**config.mk**
```make
export PLATFORM = sky130hd
export DESIGN_NAME = rx_hd1080_lock_ctrl
export DESIGN_NICKNAME = d
export VERILOG_FILES = /design/src/rtl/rx_hd1080_lock_ctrl.sv
export SDC_FILE = /design/constraint.sdc
export NUM_CORES = 1
export LEC_CHECK = 0
export ABC_AREA = 1
export CAP_MARGIN = 20
export CELL_PAD_IN_SITES_DETAIL_PLACEMENT = 1
export CELL_PAD_IN_SITES_GLOBAL_PLACEMENT = 2
export CORE_ASPECT_RATIO = 0.8
export CORE_UTILIZATION = 36
export CTS_CLUSTER_SIZE = 28
export DETAILED_ROUTE_END_ITERATION = 8
export HOLD_SLACK_MARGIN = 0.08
export PLACE_DENSITY = 0.83
export REMOVE_ABC_BUFFERS = 1
export SYNTH_ARGS = -nofsm -noshare
export SYNTH_HDL_FRONTEND = slang
export SYNTH_SLANG_ARGS = --single-unit
export TNS_END_PERCENT = 20
```
**constraint.sdc**
```tcl
create_clock -name i_clk -period 2.1 [get_ports i_clk]
set_input_delay 0.63 -clock i_clk [delete_from_list [all_inputs] [get_ports i_clk]]
set_output_delay 0.63 -clock i_clk [all_outputs]
set_load 0.05 [all_outputs]
```
**src/rtl/rx_hd1080_lock_ctrl.sv**
```systemverilog
// rtl/rx_hd1080_lock_ctrl.sv - HD-SDI 1080 rx timing-lock controller
// Measures line/frame length from decoded H/V flags and selects live vs fallback video.
module rx_hd1080_lock_ctrl #(
  parameter int PIX_PER_LINE    = 2200,
  parameter int LINES_PER_FRAME = 1125,
  parameter int LOCK_FRAMES     = 4,
  parameter int UNLOCK_FRAMES   = 2,
  parameter int TIMEOUT         = 4400
) (
  input  logic       i_clk,
  input  logic       rst_n,
  input  logic       i_h,
  input  logic       i_v,
  input  logic       i_err_clr,
  output logic       o_locked,
  output logic       o_sel_live,
  output logic [1:0] o_state,
  output logic       o_line_err,
  output logic       o_frame_start,
  output logic [7:0] o_err_cnt
);

  typedef enum logic [1:0] {
    ST_SEARCH = 2'd0,
    ST_VERIFY = 2'd1,
    ST_LOCKED = 2'd2,
    ST_HOLD   = 2'd3
  } state_t;

  // The pixel counter must reach both the line length and the loss timeout.
  localparam int CNT_SPAN = (TIMEOUT > PIX_PER_LINE) ? TIMEOUT : PIX_PER_LINE;
  localparam int CNT_BITS = $clog2(CNT_SPAN + 1);
  localparam int PIX_W    = (CNT_BITS > 12) ? CNT_BITS : 12;

  localparam logic [PIX_W-1:0] PIX_LAST  = PIX_W'(PIX_PER_LINE - 1);
  localparam logic [PIX_W-1:0] TOUT_LAST = PIX_W'(TIMEOUT - 1);
  localparam logic [10:0]      LN_LAST   = 11'(LINES_PER_FRAME - 1);
  localparam logic [3:0]       LOCK_N    = 4'(LOCK_FRAMES);
  localparam logic [3:0]       UNLOCK_N  = 4'(UNLOCK_FRAMES);

  logic             h_q1, h_q2, v_q1, v_q2;
  logic [PIX_W-1:0] pix_cnt_q, pix_cnt_d;
  logic [10:0]      ln_cnt_q, ln_cnt_d;
  logic             line_seen_q, line_seen_d;
  logic             bad_seen_q, bad_seen_d;
  state_t           state_q, state_d;
  logic [3:0]       good_cnt_q, good_cnt_d;
  logic [3:0]       bad_cnt_q, bad_cnt_d;
  logic             locked_q, locked_d;
  logic             sel_live_q, sel_live_d;
  logic             line_err_q, line_err_d;
  logic             frame_start_q, frame_start_d;
  logic [7:0]       err_cnt_q, err_cnt_d;

  logic h_rise, v_rise, frame_mark, line_bad, timeout, frame_ok, in_lock;
  logic [3:0] good_inc, bad_inc;

  always_comb begin
    h_rise     = h_q1 & ~h_q2;
    v_rise     = v_q1 & ~v_q2;
    frame_mark = h_rise & v_rise;
    line_bad   = h_rise & line_seen_q & (pix_cnt_q != PIX_LAST);
    timeout    = (pix_cnt_q == TOUT_LAST) & ~h_rise;
    // The line closed by this mark belongs to the frame being judged.
    frame_ok   = (ln_cnt_q == LN_LAST) & ~bad_seen_q & ~line_bad;
    in_lock    = (state_q == ST_LOCKED) | (state_q == ST_HOLD);
    good_inc   = good_cnt_q + 4'd1;
    bad_inc    = bad_cnt_q + 4'd1;
  end

  always_comb begin
    pix_cnt_d = pix_cnt_q;
    if (h_rise)
      pix_cnt_d = '0;
    else if (pix_cnt_q != '1)
      pix_cnt_d = pix_cnt_q + 1'b1;

    ln_cnt_d = ln_cnt_q;
    if (frame_mark)
      ln_cnt_d = '0;
    else if (h_rise && (ln_cnt_q != 11'h7FF))
      ln_cnt_d = ln_cnt_q + 11'd1;

    line_seen_d = line_seen_q;
    if (timeout)
      line_seen_d = 1'b0;
    else if (h_rise)
      line_seen_d = 1'b1;

    bad_seen_d = bad_seen_q;
    if (frame_mark)
      bad_seen_d = 1'b0;
    else if (line_bad)
      bad_seen_d = 1'b1;

    err_cnt_d = err_cnt_q;
    if (i_err_clr)
      err_cnt_d = '0;
    else if (line_bad && in_lock && (err_cnt_q != 8'hFF))
      err_cnt_d = err_cnt_q + 8'd1;
  end

  always_comb begin
    state_d    = state_q;
    good_cnt_d = good_cnt_q;
    bad_cnt_d  = bad_cnt_q;
    if (timeout) begin
      state_d    = ST_SEARCH;
      good_cnt_d = '0;
      bad_cnt_d  = '0;
    end else if (frame_mark) begin
      case (state_q)
        ST_SEARCH: begin
          state_d    = ST_VERIFY;
          good_cnt_d = '0;
          bad_cnt_d  = '0;
        end
        ST_VERIFY: begin
          if (!frame_ok) begin
            good_cnt_d = '0;
          end else if (good_inc == LOCK_N) begin
            state_d    = ST_LOCKED;
            good_cnt_d = '0;
          end else begin
            good_cnt_d = good_inc;
          end
        end
        ST_LOCKED: begin
          if (!frame_ok) begin
            if (UNLOCK_N == 4'd1) begin
              state_d = ST_SEARCH;
            end else begin
              state_d   = ST_HOLD;
              bad_cnt_d = 4'd1;
            end
          end
        end
        ST_HOLD: begin
          if (frame_ok) begin
            state_d   = ST_LOCKED;
            bad_cnt_d = '0;
          end else if (bad_inc == UNLOCK_N) begin
            state_d   = ST_SEARCH;
            bad_cnt_d = '0;
          end else begin
            bad_cnt_d = bad_inc;
          end
        end
        default: state_d = ST_SEARCH;
      endcase
    end

    // Lock and source select follow the next state so they switch on the mark itself.
    locked_d      = (state_d == ST_LOCKED) | (state_d == ST_HOLD);
    sel_live_d    = (state_d == ST_LOCKED) | (state_d == ST_HOLD);
    line_err_d    = line_bad;
    frame_start_d = frame_mark;
  end

  always_ff @(posedge i_clk or negedge rst_n) begin
    if (!rst_n) begin
      h_q1          <= 1'b0;
      h_q2          <= 1'b0;
      v_q1          <= 1'b0;
      v_q2          <= 1'b0;
      pix_cnt_q     <= '0;
      ln_cnt_q      <= '0;
      line_seen_q   <= 1'b0;
      bad_seen_q    <= 1'b0;
      state_q       <= ST_SEARCH;
      good_cnt_q    <= '0;
      bad_cnt_q     <= '0;
      locked_q      <= 1'b0;
      sel_live_q    <= 1'b0;
      line_err_q    <= 1'b0;
      frame_start_q <= 1'b0;
      err_cnt_q     <= '0;
    end else begin
      h_q1          <= i_h;
      h_q2          <= h_q1;
      v_q1          <= i_v;
      v_q2          <= v_q1;
      pix_cnt_q     <= pix_cnt_d;
      ln_cnt_q      <= ln_cnt_d;
      line_seen_q   <= line_seen_d;
      bad_seen_q    <= bad_seen_d;
      state_q       <= state_d;
      good_cnt_q    <= good_cnt_d;
      bad_cnt_q     <= bad_cnt_d;
      locked_q      <= locked_d;
      sel_live_q    <= sel_live_d;
      line_err_q    <= line_err_d;
      frame_start_q <= frame_start_d;
      err_cnt_q     <= err_cnt_d;
    end
  end

  assign o_locked      = locked_q;
  assign o_sel_live    = sel_live_q;
  assign o_state       = state_q;
  assign o_line_err    = line_err_q;
  assign o_frame_start = frame_start_q;
  assign o_err_cnt     = err_cnt_q;

endmodule

```
==> results.tsv <==
stage	metric	value	unit
critical_path	endpoint_kind	flip-flop	
logic_synthesis	synth_cells	378	
pwr	pwr-share-comb	0.202	
logic_synthesis	synth-xor-area-share	0.02595	
floorplanning	rows	29	
logic_synthesis	synth_simple_gate_area_share	0.3439	
clocking	cts_tree	built	
floorplanning	dieArea	0.008813	sq mm
pwr	p_per_area	635.9	mW/mm^2
critical_path	crit_fanout	11	
logic_synthesis	syn_area_per_cell	8.037	sq um
logic_synthesis	synth_fa_ha_area_frac	0.04942	
logic_synthesis	ys_seq_elements	51	
timing	fmax	546.5	MHz
timing	setup_violations	0	
critical_path	worstReg2RegStart	h_q2	
outcome	status	complete, no violations	
critical_path	r2r-end	o_state[0]	
clocking	cts-root-buf	clkbuf_8	
logic_synthesis	synth.mux.area_fraction	0	
pwr	peakVddDrop	347.2	uV
logic_synthesis	async_flop_share	1.000	
critical_path	critPathKind	flip-flop to flip-flop	
placed_design	hpwlAfterDp	5600	um
clocking	cts_buffer_depth	2	
timing	rsz0062_at_grt	false	
grt	grt_max_degree	38	
drt	post-route-drc-count	0	
logic_synthesis	yosysTopAreaCellShare	0.4201	
placed_design	placed_cells	504	
clocking	cts_hold_buf	0	
floorplanning	initial_core_util	0.3771	
finish	n_fill_cell	1030	
grt	grt_pass1_vias	2595	
clocking	cts_made_buffers	5	
critical_path	reg2reg_depth	9	
drt	viasPerCell	4.986	
timing	slew_headroom	0.6648	
floorplanning	die_y	84.17	um
logic_synthesis	synth_compound_area_frac	0.08979	
pwr	p_leak	1.623	nW
timing	tightest_slew	0.5020	ns
logic_synthesis	synth_edf_count	0	
drt	wl	7301	um
pwr	p_clk_frac	0.279	
drt	firstDrtPassIters	4	
drt	ant_nets	0	
pwr	intPower	1.446	mW
pwr	seq_power_share	0.519	
hold_path	min_path_type	input pin to async pin	
finish	multiInputGateArea	0.001546	sq mm
timing	slew_viol_final	0	
drt	vias	2553	
drt	drtIter0Drc	73	
pwr	p_switching	737.1	uW
grt	antenna_found_initial	0	
logic_synthesis	synth_largest_area_cell	dfrtp_1	
logic_synthesis	ys_warn_count	0	
finish	nets	420	
clocking	cts.sinks	51	
grt	grt_pass1_wl	12920	um
finish	diodes	0	
clocking	cts.clk_slew.worst_paths	0.10	ns
grt	grtUsageTotal	0.1821	
critical_path	critical_path_arrival	2.02	ns
critical_path	worstPathRequired	2.29	ns
pwr	finalPower	2.183	mW
pwr	swShare	0.3377	
clocking	clk_latency	0.31	ns
floorplanning	die_x	104.7	um
logic_synthesis	synth_top_family_by_area	simple AND/OR/NAND/NOR gates	
timing	fin_skew	0.006967	ns
clocking	h-tree-depth	2	
placed_design	io_buffers	18	
critical_path	startpoint	h_q2	
critical_path	start_kind	flip-flop	
critical_path	crit_end	o_state[0]	
critical_path	rrSetupSlack	0.27	ns
logic_synthesis	synth_area	0.003038	sq mm
grt	grt-ovfl-total	0	
timing	timing.final.crit_share	0.8713	
finish	utilization	0.4261	
logic_synthesis	seq_area_frac_synth	0.4201	
flow_run	drv_cap	0	
drt	routedWlPerCell	14.26	um
floorplanning	core	0.008055	sq mm
floorplanning	ioPinCount	19	
finish	drive_gt1_frac	0.1757	
finish	register_area	0.001276	sq mm
timing	whs	0.2169	ns
placed_design	gp_congestion	0.8053	
timing	finalHoldViolCount	0	
finish	fin_cells	512	
timing	period_minus_slack	1.830	ns
finish	area_growth	12.97	%
logic_synthesis	ys_types	37	
logic_synthesis	synth_area_leaders	dfrtp_1 (42%), nand2_1 (10%), nor2_1 (5.4%)	
logic_synthesis	synth-main-ff-cell	dfrtp_1	
==> layout by cell type (no fill, tap or decap), types with 4 or more instances in the layout <==
cell,n
a21oi_1,13
a21oi_2,4
buf_4,16
clkbuf_8,5
dfrtp_1,51
ha_1,12
inv_1,39
inv_2,9
nand2_1,81
nand2_2,9
nand2_4,5
nand3_1,32
nand4_1,9
nor2_1,44
nor3_1,10
nor3_2,4
o21ai_0,12
o31ai_1,7
xor2_1,8
==> metrics by stage <==
stage	setup slack, ns	cell area, sq um	TNS, ns
2_1_floorplan	-0.1259	3012	-0.1381
3_3_place_gp	0.3412	3332	0
4_1_cts	0.01774	3430	0
5_1_grt	0.08077	3432	0
6_report	0.2702	3432	0
3_5_place_dp	0.2761	3332	0
==> worst min-delay path by stage <==
stage / start / end / slack (ns) / cells past startpoint
final: rst_n / ln_cnt_q[4] / 0.22 / 1
after global routing: rst_n / ln_cnt_q[5] / 0.23 / 1
after CTS: rst_n / ln_cnt_q[4] / 0.22 / 1
after detailed placement: v_q1 / v_q2 / 0.37 / 0
after global placement: v_q1 / v_q2 / 0.36 / 0
after floorplan: rst_n / bad_cnt_q[0] / 0.33 / 0
==> what timing repair did <==
item                                    CTS  global route
endpoints found under the setup margin    0             1
gates resized for setup                   0             1
buffers inserted                          0             0
==> state kept, by name (all words and copies together) (netlist names), 2 cells and up <==
| name | flops |
|---|---|
| pix_cnt_q | 13 |
| ln_cnt_q | 11 |
| o_err_cnt | 8 |
| bad_cnt_q | 4 |
| good_cnt_q | 4 |
| o_state | 2 |
==> worst max-delay path, cell delays in order, from the launching register on <==
cell and delay, ns:
dfrtp_1 0.38, inv_1 0.06, nand2_1 0.21, nor3_1 0.22
buf_4 0.22, inv_1 0.19, nor2_1 0.18, nand2_1 0.07
nor2_1 0.10, a21oi_1 0.08
==> power by group through the flow <==
stage          sequential, mW  combinational [mW]  clock, mW
6_report                 1.13               0.441      0.610
5_1_grt                  1.15               0.499      0.686
4_1_cts                  1.13               0.450      0.656
3_5_place_dp             1.15               0.448          0
3_3_place_gp             1.15               0.434          0
2_1_floorplan            1.17               0.276          0
==> Yosys cell counts, drive strengths merged (2+ instances only) <==
| library cell | instances |
|---|---|
| a21oi | 17 |
| buf | 3 |
| dfrtp | 51 |
| ha | 12 |
| inv | 48 |
| nand2 | 95 |
| nand3 | 35 |
| nand4 | 10 |
| nor2 | 47 |
| nor3 | 15 |
| nor4 | 3 |
| o21ai | 17 |
| o31ai | 7 |
| or2 | 2 |
| xor2 | 8 |
==> layer usage <==
metal | track usage | routed length (um) | up-vias
met5 | 0 | 0 | -
met4 | 0.04225 | 59 | 0
met3 | 0.03028 | 181 | 4
met2 | 0.2902 | 3337 | 24
met1 | 0.2600 | 3722 | 1239
li1 | - | - | 1286
==> cell families after synthesis <==
kind of cell | Yosys count
flip-flops | 51
AND/OR/NAND/NOR | 209
buffers and inverters | 53
AO/OA/AOI/OAI | 44
adder cells (fa/ha/maj) | 12
XOR/XNOR | 9
==> area by class of cell <==
class	count	area share
Multi-Input combinational cell	274	0.4506
Sequential cell	51	0.3719
Clock buffer	5	0.02005
Timing Repair Buffer	22	0.05468
Clock inverter	3	0.008385
Tap cell	108	0.03937
Inverter	49	0.05505
Power figures use the tool's default switching activity.
